==> config.mk <==
export PLATFORM = sky130hd
export DESIGN_NAME = floo_inorder_rob
export DESIGN_NICKNAME = d
export VERILOG_FILES = /design/src/rtl/floo_inorder_rob.sv
export SDC_FILE = /design/constraint.sdc
export NUM_CORES = 1
export LEC_CHECK = 0
export BUFFER_PORTS_ARGS = -buffer_cell sky130_fd_sc_hd__clkbuf_2
export CORE_MARGIN = 5
export CORE_UTILIZATION = 50
export CTS_CLUSTER_DIAMETER = 50
export DETAILED_ROUTE_END_ITERATION = 7
export PLACE_DENSITY = 0.76
export SLEW_MARGIN = 20
export SYNTH_ARGS = -nofsm -noshare
export SYNTH_HDL_FRONTEND = slang
export SYNTH_SLANG_ARGS = --single-unit
export TNS_END_PERCENT = 20
==> constraint.sdc <==
create_clock -name clk_i -period 8.5 [get_ports clk_i]
set_input_delay 2.55 -clock clk_i [delete_from_list [all_inputs] [get_ports clk_i]]
set_output_delay 2.55 -clock clk_i [all_outputs]
set_load 0.02 [all_outputs]
==> src/rtl/floo_inorder_rob.sv <==
// In-order reorder buffer: slots are reserved in issue order, filled by
// out-of-order responses, and drained strictly in allocation order.
module floo_inorder_rob #(
  parameter int unsigned Depth     = 8,
  parameter int unsigned DataWidth = 32,
  localparam int unsigned IdxWidth = $clog2(Depth)
) (
  input  logic                 clk_i,
  input  logic                 rst_i,
  // slot reservation
  input  logic                 alloc_valid_i,
  output logic                 alloc_ready_o,
  output logic [IdxWidth-1:0]  alloc_idx_o,
  // out-of-order responses
  input  logic                 rsp_valid_i,
  output logic                 rsp_ready_o,
  input  logic [IdxWidth-1:0]  rsp_idx_i,
  input  logic [DataWidth-1:0] rsp_data_i,
  // in-order output
  output logic                 out_valid_o,
  input  logic                 out_ready_i,
  output logic [DataWidth-1:0] out_data_o,
  // status
  output logic                 full_o,
  output logic                 empty_o,
  output logic                 err_o
);

  localparam logic [IdxWidth:0] DepthCnt = (IdxWidth+1)'(Depth);

  logic [IdxWidth-1:0]  head_q, head_d;
  logic [IdxWidth-1:0]  tail_q, tail_d;
  logic [IdxWidth:0]    count_q, count_d;
  logic [Depth-1:0]     alloc_q, alloc_d;
  logic [Depth-1:0]     filled_q, filled_d;
  logic [DataWidth-1:0] data_q [Depth];
  logic                 err_q, err_d;

  logic alloc_fire;
  logic release_fire;
  logic rsp_hit;
  logic rsp_bad;
  logic head_valid;

  // Handshake qualification and slot classification of the incoming response
  always_comb begin
    alloc_ready_o = (count_q < DepthCnt);
    alloc_fire    = alloc_valid_i & alloc_ready_o;
    head_valid    = alloc_q[head_q] & filled_q[head_q];
    release_fire  = head_valid & out_ready_i;
    rsp_hit       = rsp_valid_i & alloc_q[rsp_idx_i] & ~filled_q[rsp_idx_i];
    rsp_bad       = rsp_valid_i & ~(alloc_q[rsp_idx_i] & ~filled_q[rsp_idx_i]);
  end

  assign alloc_idx_o = tail_q;
  assign rsp_ready_o = 1'b1;
  assign out_valid_o = head_valid;
  assign out_data_o  = head_valid ? data_q[head_q] : '0;
  assign full_o      = (count_q == DepthCnt);
  assign empty_o     = (count_q == '0);
  assign err_o       = err_q;

  // Next-state for pointers, counters and per-slot flags.
  // Alloc, release and a valid response never target the same slot in one
  // cycle (tail slot is free when alloc fires, head slot is filled when it
  // releases), so the update order below is irrelevant.
  always_comb begin
    head_d   = head_q;
    tail_d   = tail_q;
    count_d  = count_q;
    alloc_d  = alloc_q;
    filled_d = filled_q;
    err_d    = err_q | rsp_bad;

    if (release_fire) begin
      alloc_d[head_q]  = 1'b0;
      filled_d[head_q] = 1'b0;
      head_d           = head_q + IdxWidth'(1);
    end
    if (alloc_fire) begin
      alloc_d[tail_q]  = 1'b1;
      filled_d[tail_q] = 1'b0;
      tail_d           = tail_q + IdxWidth'(1);
    end
    if (rsp_hit) begin
      filled_d[rsp_idx_i] = 1'b1;
    end

    case ({alloc_fire, release_fire})
      2'b10:   count_d = count_q + (IdxWidth+1)'(1);
      2'b01:   count_d = count_q - (IdxWidth+1)'(1);
      default: count_d = count_q;
    endcase
  end

  // Control state register with synchronous reset
  always_ff @(posedge clk_i) begin
    if (rst_i) begin
      head_q   <= '0;
      tail_q   <= '0;
      count_q  <= '0;
      alloc_q  <= '0;
      filled_q <= '0;
      err_q    <= 1'b0;
    end else begin
      head_q   <= head_d;
      tail_q   <= tail_d;
      count_q  <= count_d;
      alloc_q  <= alloc_d;
      filled_q <= filled_d;
      err_q    <= err_d;
    end
  end

  // Payload storage; contents are only observable once the filled bit is set
  always_ff @(posedge clk_i) begin
    if (!rst_i && rsp_hit) begin
      data_q[rsp_idx_i] <= rsp_data_i;
    end
  end

endmodule

==> results of run 1 <==
-- synth_stat cells (all sizes together) --
cell	n
a2111oi	1
a211oi	2
a21boi	2
a21oi	5
a221oi	1
a311oi	2
a31oi	4
and2	1
and3	6
buf	14
clkbuf	23
conb	1
dfxtp	30
edfxtp	256
ha	4
inv	10
mux2	3
mux2i	39
mux4	65
nand2	11
nand2b	12
nand3	2
nand3b	11
nor2	58
nor2b	5
nor3	3
nor3b	5
nor4	5
nor4b	1
o21ai	1
o22ai	14
o2bb2ai	1
o311ai	2
o32ai	3
or2	1
or3	1
or3b	1
or4b	1
xnor2	3
xor2	3
-- flip-flops by register name, summed over array words and instances (netlist names), named ones only --
name	cells
alloc_idx_o	3
head_q	3
err_o	1
count_q	4
data_q	256
alloc_q	8
filled_q	8
-- routing by layer --
| metal | part of all wire, % | track usage [%] | wire length [um] | up-vias |
|---|---|---|---|---|
| li1 | - | - | - | 2626 |
| met3 | 5.8 | 2.96 | 1290 | 40 |
| met2 | 50 | 29.9 | 11200 | 191 |
| met1 | 42 | 23.5 | 9290 | 2971 |
| met5 | 0 | 0 | 0 | - |
| met4 | 2.3 | 4.07 | 501 | 0 |
-- worst paths after layout --
kind / startpoint / to / slack, ns
worst min register to register: err_o / err_o / 0.48
worst min-delay path: err_o / err_o / 0.48
worst max-delay path: head_q[0] / out_data_o[15] / 2.60
worst max register to register: head_q[0] / count_q[3] / 4.55
-- power breakdown --
group          leakage [nW]  switching [mW]  internal [mW]  total (mW)
logic                  1.17          0.0377         0.0194      0.0571
registers              2.55         0.00659           1.53        1.54
clock network         0.447           0.516          0.696        1.21
-- through the flow --
step	hold slack, ns	instances	worst slack [ns]
after floorplan	0.457	613	2.03
after global placement	0.485	946	2.92
after detailed placement	0.467	949	2.94
after CTS	0.484	1003	2.51
after global routing	0.529	1004	2.30
final	0.484	1004	2.60
-- critical path, delay by kind of cell (launching register included) --
kind,cells,cell delay (ns)
compound gates,2,0.67
buf+inv,1,0.19
flops,1,0.73
mux,1,0.26
simple gates,2,0.93
-- layout make-up --
type / count / share of cell area (%)
well taps: 285 / 2.72
multi-input cells: 280 / 22.6
clock buffers: 35 / 6.03
repair buffers: 89 / 4.08
clock inverters: 19 / 1.04
inverters: 10 / 0.286
flip-flops and latches: 286 / 63.3
-- cell families after synthesis --
group / after synthesis
multiplexers: 107
AO/OA/AOI/OAI: 38
AND/OR/NAND/NOR: 124
buffers and inverters: 47
flip-flops: 286
other: 1
adder cells (fa/ha/maj): 4
XOR/XNOR: 6
==> impl_metrics.toml, run 1 <==
[worst_setup_path]
critPathMaxFanout = 36
critPathSlowestCell = "or2_2"
reg2regPathDepth = 9
crit_type = "reg -> out"
cp_cell_sequence = "mux2i_1, o32ai_1, a311oi_1, or2_2, nor2_1, clkbuf_2"
end_kind = "output port"
cp.arrival_ns = 3.35
crit_required_ns = 5.95
worstSetupStartpointType = "flop"
cpPeakStageDelay_ns = 0.80

[logic_synthesis]
synth_mux_area_share_pct = 16.6
synth_top_family_by_area = "multiplexers"
synth_top_area_share_pct = 67.4
synth_seq_cells = 286
avgSynthCellArea_um2 = 18.6
synthXorXnorAreaFrac_pct = 0.461
synthCells = 613
synth-warning-count = 0
synth_compound_area_share_pct = 2.40
ys_top_cells_by_area = "edfxtp_1, mux4_2, dfxtp_1, mux2i_1, nor2_1"
ys_types = 49
syn-cell-area_um2 = 11400
synth_fa_ha_area_share_pct = 0.439
synth_fp_nets = 657
yosys.area_share.simple_pct = 5.53
ys_seq_area_share_pct = 72.7
yosys.area.top_type = "edfxtp_1"

[floorplanning]
die_area_um2 = 25900
die_y_um = 161
core_area_um2 = 22600
top_level_ports = 81
start_util_pct = 50.5
die_x_um = 161
rows = 55

[final_layout]
final_common_cell = "edfxtp_1"
fin_nets = 741
final_area_um2 = 13100
final_util_pct = 58.1
final_layout_size_suffix_gt1_share_pct = 30.2
area_growth_pct = 15.0
filler_cell_count = 1700
diodes = 0
multi_input_area_um2 = 2960
final_cell_mix = "edfxtp_1, clkbuf_2, mux4_2"
seq_area_um2 = 8300

[clock_network]
cts_root_buf = "clkbuf_16"
clockBufferDepth = 3
post_cts_buffers = 0
clk_latency_ns = 0.54
cts_tree = "done"
cts_buffers = 30
post_cts_resized = 0
clkTransAtPathRegs_ns = 0.06
clock_sinks = 286
htree_levels = 1
holdBufCountCts = 0

[worst_hold_path]
whs_path_depth = 2
hold_class = "reg -> reg"

[timing]
rsz0062_at_grt = "false"
relSlewSlack_pct = 35.9
tightest_slew_ns = 0.961
period_needed_ns = 5.90
skew_ns = 0.0101
setup_viol = 0
fin_crit_sh_pct = 69.4
hold_viol = 0
maxSlewViolCount = 0
setup_tns_ns = 0
fmax_ghz = 0.169

[global_routing]
grt_pass1_vias = 6166
antenna_found_initial = 0
grtUsageTotal_pct = 17.4
grt_max_degree = 65
grt_pass1_wl_um = 35100
overflow = 0

[power]
p_total_mw = 2.81
peakVddDrop_uv = 165
leakagePower_nw = 4.16
power_per_cell_area_nw_per_um2 = 214

[drt]
vias = 5828
via_per_inst = 5.80
wl_um = 22200
drcViolationCount = 0
routedWlPerCell_um = 22.1
drtAntennaViolNets = 0
first_pass_iters = 5
dr.first_iter.drc_count = 457

[flow_run]
drv_cap = 0

[placed_design]
dp_hpwl_um = 13000
gp_congestion = 0.822
portBuffers = 79
dpl-instance-area_um2 = 12200

[status]
status = "complete, no violations"
No activity file was read; power rests on OpenSTA's default activity.
==> run 2: changes to the inputs <==
--- a/config.mk
+++ b/config.mk
@@ -5,6 +5,7 @@
 export SDC_FILE = /design/constraint.sdc
 export NUM_CORES = 1
 export LEC_CHECK = 0
+export ABC_AREA = 1
 export BUFFER_PORTS_ARGS = -buffer_cell sky130_fd_sc_hd__clkbuf_2
 export CORE_MARGIN = 5
 export CORE_UTILIZATION = 50
==> constraint.sdc (replaced) <==
create_clock -name clk_i -period 6.15 [get_ports clk_i]
set_input_delay 1.845 -clock clk_i [delete_from_list [all_inputs] [get_ports clk_i]]
set_output_delay 1.845 -clock clk_i [all_outputs]
set_load 0.02 [all_outputs]
==> run 2 against run 1 <==
Effect of this change: clock-buffer cell count is 2 lower; largest cell class unchanged; synthesized cell count up 61%; largest power group unchanged; non-clock buffer count up 7; sequential power grew 38%; flip-flop and latch count stayed put.
==> impl_metrics.toml, run 2 <==
[status]
status = "complete, no violations"

[power]
p_int_mw = 3.20
peakVddDrop_uv = 242
swShare_pct = 19.5
power_per_cell_area_nw_per_um2 = 297
switchingPower_mw = 0.775
clkPwrFrac_pct = 44.4
leakagePower_nw = 4.81
seqPwrFrac_pct = 53.6
pwr-share-comb_pct = 2.0
p_total_mw = 3.97

[global_routing]
busiest_layer = "met2"
met1_usage_pct = 25.6
grt_pass1_vias = 7597
antenna_found_initial = 1
overflow = 0
grtUsageTotal_pct = 18.8
use_met3_pct = 2.78
met2_usage_pct = 32.2
grt_pass1_wl_um = 40000
grt_max_degree = 96

[floorplanning]
die_y_um = 163
core_area_um2 = 22800
rows = 55
start_util_pct = 51.2
die_x_um = 163
die_area_um2 = 26500
top_level_ports = 81

[logic_synthesis]
synth_top_area_share_pct = 66.0
synth_fa_ha_area_share_pct = 0.429
synth-async-reset-ratio_pct = 0
avgSynthCellArea_um2 = 11.8
ys.flop_type = "edfxtp_1"
synth_fp_nets = 1033
synth_mux_area_share_pct = 0
yosys.area_share.simple_pct = 13.3
synthCells = 989
synth_seq_cells = 286
synth_compound_area_share_pct = 11.5
synth_edf_count = 256
synth.most_common_cell = "nand2_1"
synth-warning-count = 0
synth_top_family_by_area = "simple AND/OR/NAND/NOR gates"
synthXorXnorAreaFrac_pct = 0.301
ys_types = 33
ys_seq_area_share_pct = 71.1
syn-cell-area_um2 = 11700
ys_top_cells_by_area = "edfxtp_1, nand2_1, dfxtp_1, a21oi_1, a32o_1"
synthTopCellsByCount = "nand2_1, edfxtp_1, a21oi_1"
yosys.area.top_type = "edfxtp_1"

[clock_network]
cts_tree = "done"
post_cts_resized = 0
clkTransAtPathRegs_ns = 0.06
htree_levels = 1
clock_sinks = 286
holdBufCountCts = 0
cts_root_buf = "clkbuf_16"
clockBufferDepth = 3
clk_latency_ns = 0.56
cts_buffers = 28
post_cts_buffers = 0

[timing]
setup_viol = 0
fin_crit_sh_pct = 81.0
maxSlewViolCount = 0
hold_viol = 0
setup_tns_ns = 0
fmax_ghz = 0.201
period_needed_ns = 4.98
skew_ns = 0.0297
relSlewSlack_pct = 30.8
rsz0062_at_grt = "false"
tightest_slew_ns = 1.04

[final_layout]
largestRegisters = "data_q: 256 flops, alloc_q: 8 flops, filled_q: 8 flops"
final_util_pct = 58.8
final_layout_size_suffix_gt1_share_pct = 14.5
fin_nets = 1101
largest_reg_flops = 256
area_growth_pct = 14.9
filler_cell_count = 1776
final_common_cell = "nand2_1"
final_cell_mix = "nand2_1, edfxtp_1, a21oi_1"
diodes = 0
largest_register = "data_q"

[worst_setup_path]
cp.arrival_ns = 3.13
end_kind = "output port"
crit_required_ns = 4.30
critPathMaxFanout = 17
crit_type = "reg -> out"
worstSetupStartpointType = "flop"

[placed_design]
gp_congestion = 0.924
dp_hpwl_um = 15100
portBuffers = 79

[drt]
drcViolationCount = 0
via_per_inst = 5.62
first_pass_iters = 6
vias = 7817
wl_um = 25100
dr.first_iter.drc_count = 842
drtAntennaViolNets = 0
routedWlPerCell_um = 18.0

[flow_run]
drv_cap = 0

[worst_hold_path]
hold_class = "reg -> reg"
-- run 2: cell families after synthesis --
group | Yosys count
buffers and inverters | 102
XOR/XNOR | 4
AND/OR/NAND/NOR | 386
adder cells (fa/ha/maj) | 4
AO/OA/AOI/OAI | 206
other | 1
flip-flops | 286
-- run 2: power by group through the flow --
stage / registers [mW] / logic [mW] / clock network [mW]
final: 2.13 / 0.0801 / 1.76
after global routing: 2.13 / 0.0895 / 1.88
after CTS: 2.13 / 0.0801 / 1.79
after detailed placement: 2.17 / 0.0798 / 0
after global placement: 2.17 / 0.0778 / 0
after floorplan: 2.17 / 0.0314 / 0
-- run 2: critical path: stages (launching register included) --
cell and delay, ns:
dfxtp_1 0.63, inv_1 0.32, nand3_1 0.16, nand3_1 0.09, nor2_1 0.17, nor2_4 0.08, inv_1 0.53, buf_4 0.35
nor2_1 0.09, clkbuf_2 0.16
-- run 2: worst paths after layout --
check	start	end	slack, ns	cells past startpoint
setup / recovery	head_q[0]	out_data_o[14]	1.17	9
hold / removal	err_o	err_o	0.47	2
setup reg to reg	filled_q[1]	data_q[4][19]	3.21	7
hold reg to reg	err_o	err_o	0.47	2
-- run 2: metrics by stage --
step | hold WS (ns) | cell area, um2 | worst slack (ns) | std cells
floorplan | 0.452 | 11700 | 1.54 | 989
global placement | 0.459 | 12400 | 1.27 | 1340
detailed placement | 0.454 | 12400 | 1.17 | 1340
CTS | 0.470 | 13400 | 1.15 | 1392
global route | 0.535 | 13400 | 0.968 | 1392
finish | 0.469 | 13400 | 1.17 | 1392
-- run 2: metal layers --
layer | wire, um | vias up
li1 | - | 3694
met1 | 10300 | 3751
met2 | 12400 | 335
met3 | 1840 | 35
met4 | 424 | 2
met5 | 7 | -
-- run 2: cell type report --
cell class	count	area [um2]	area share, %
flip-flops and latches	286	8300	62.0
multi-input cells	601	3030	22.6
clock buffers	33	719	5.37
repair buffers	96	536	4.00
well taps	313	392	2.92
clock inverters	19	249	1.86
inverters	44	168	1.25
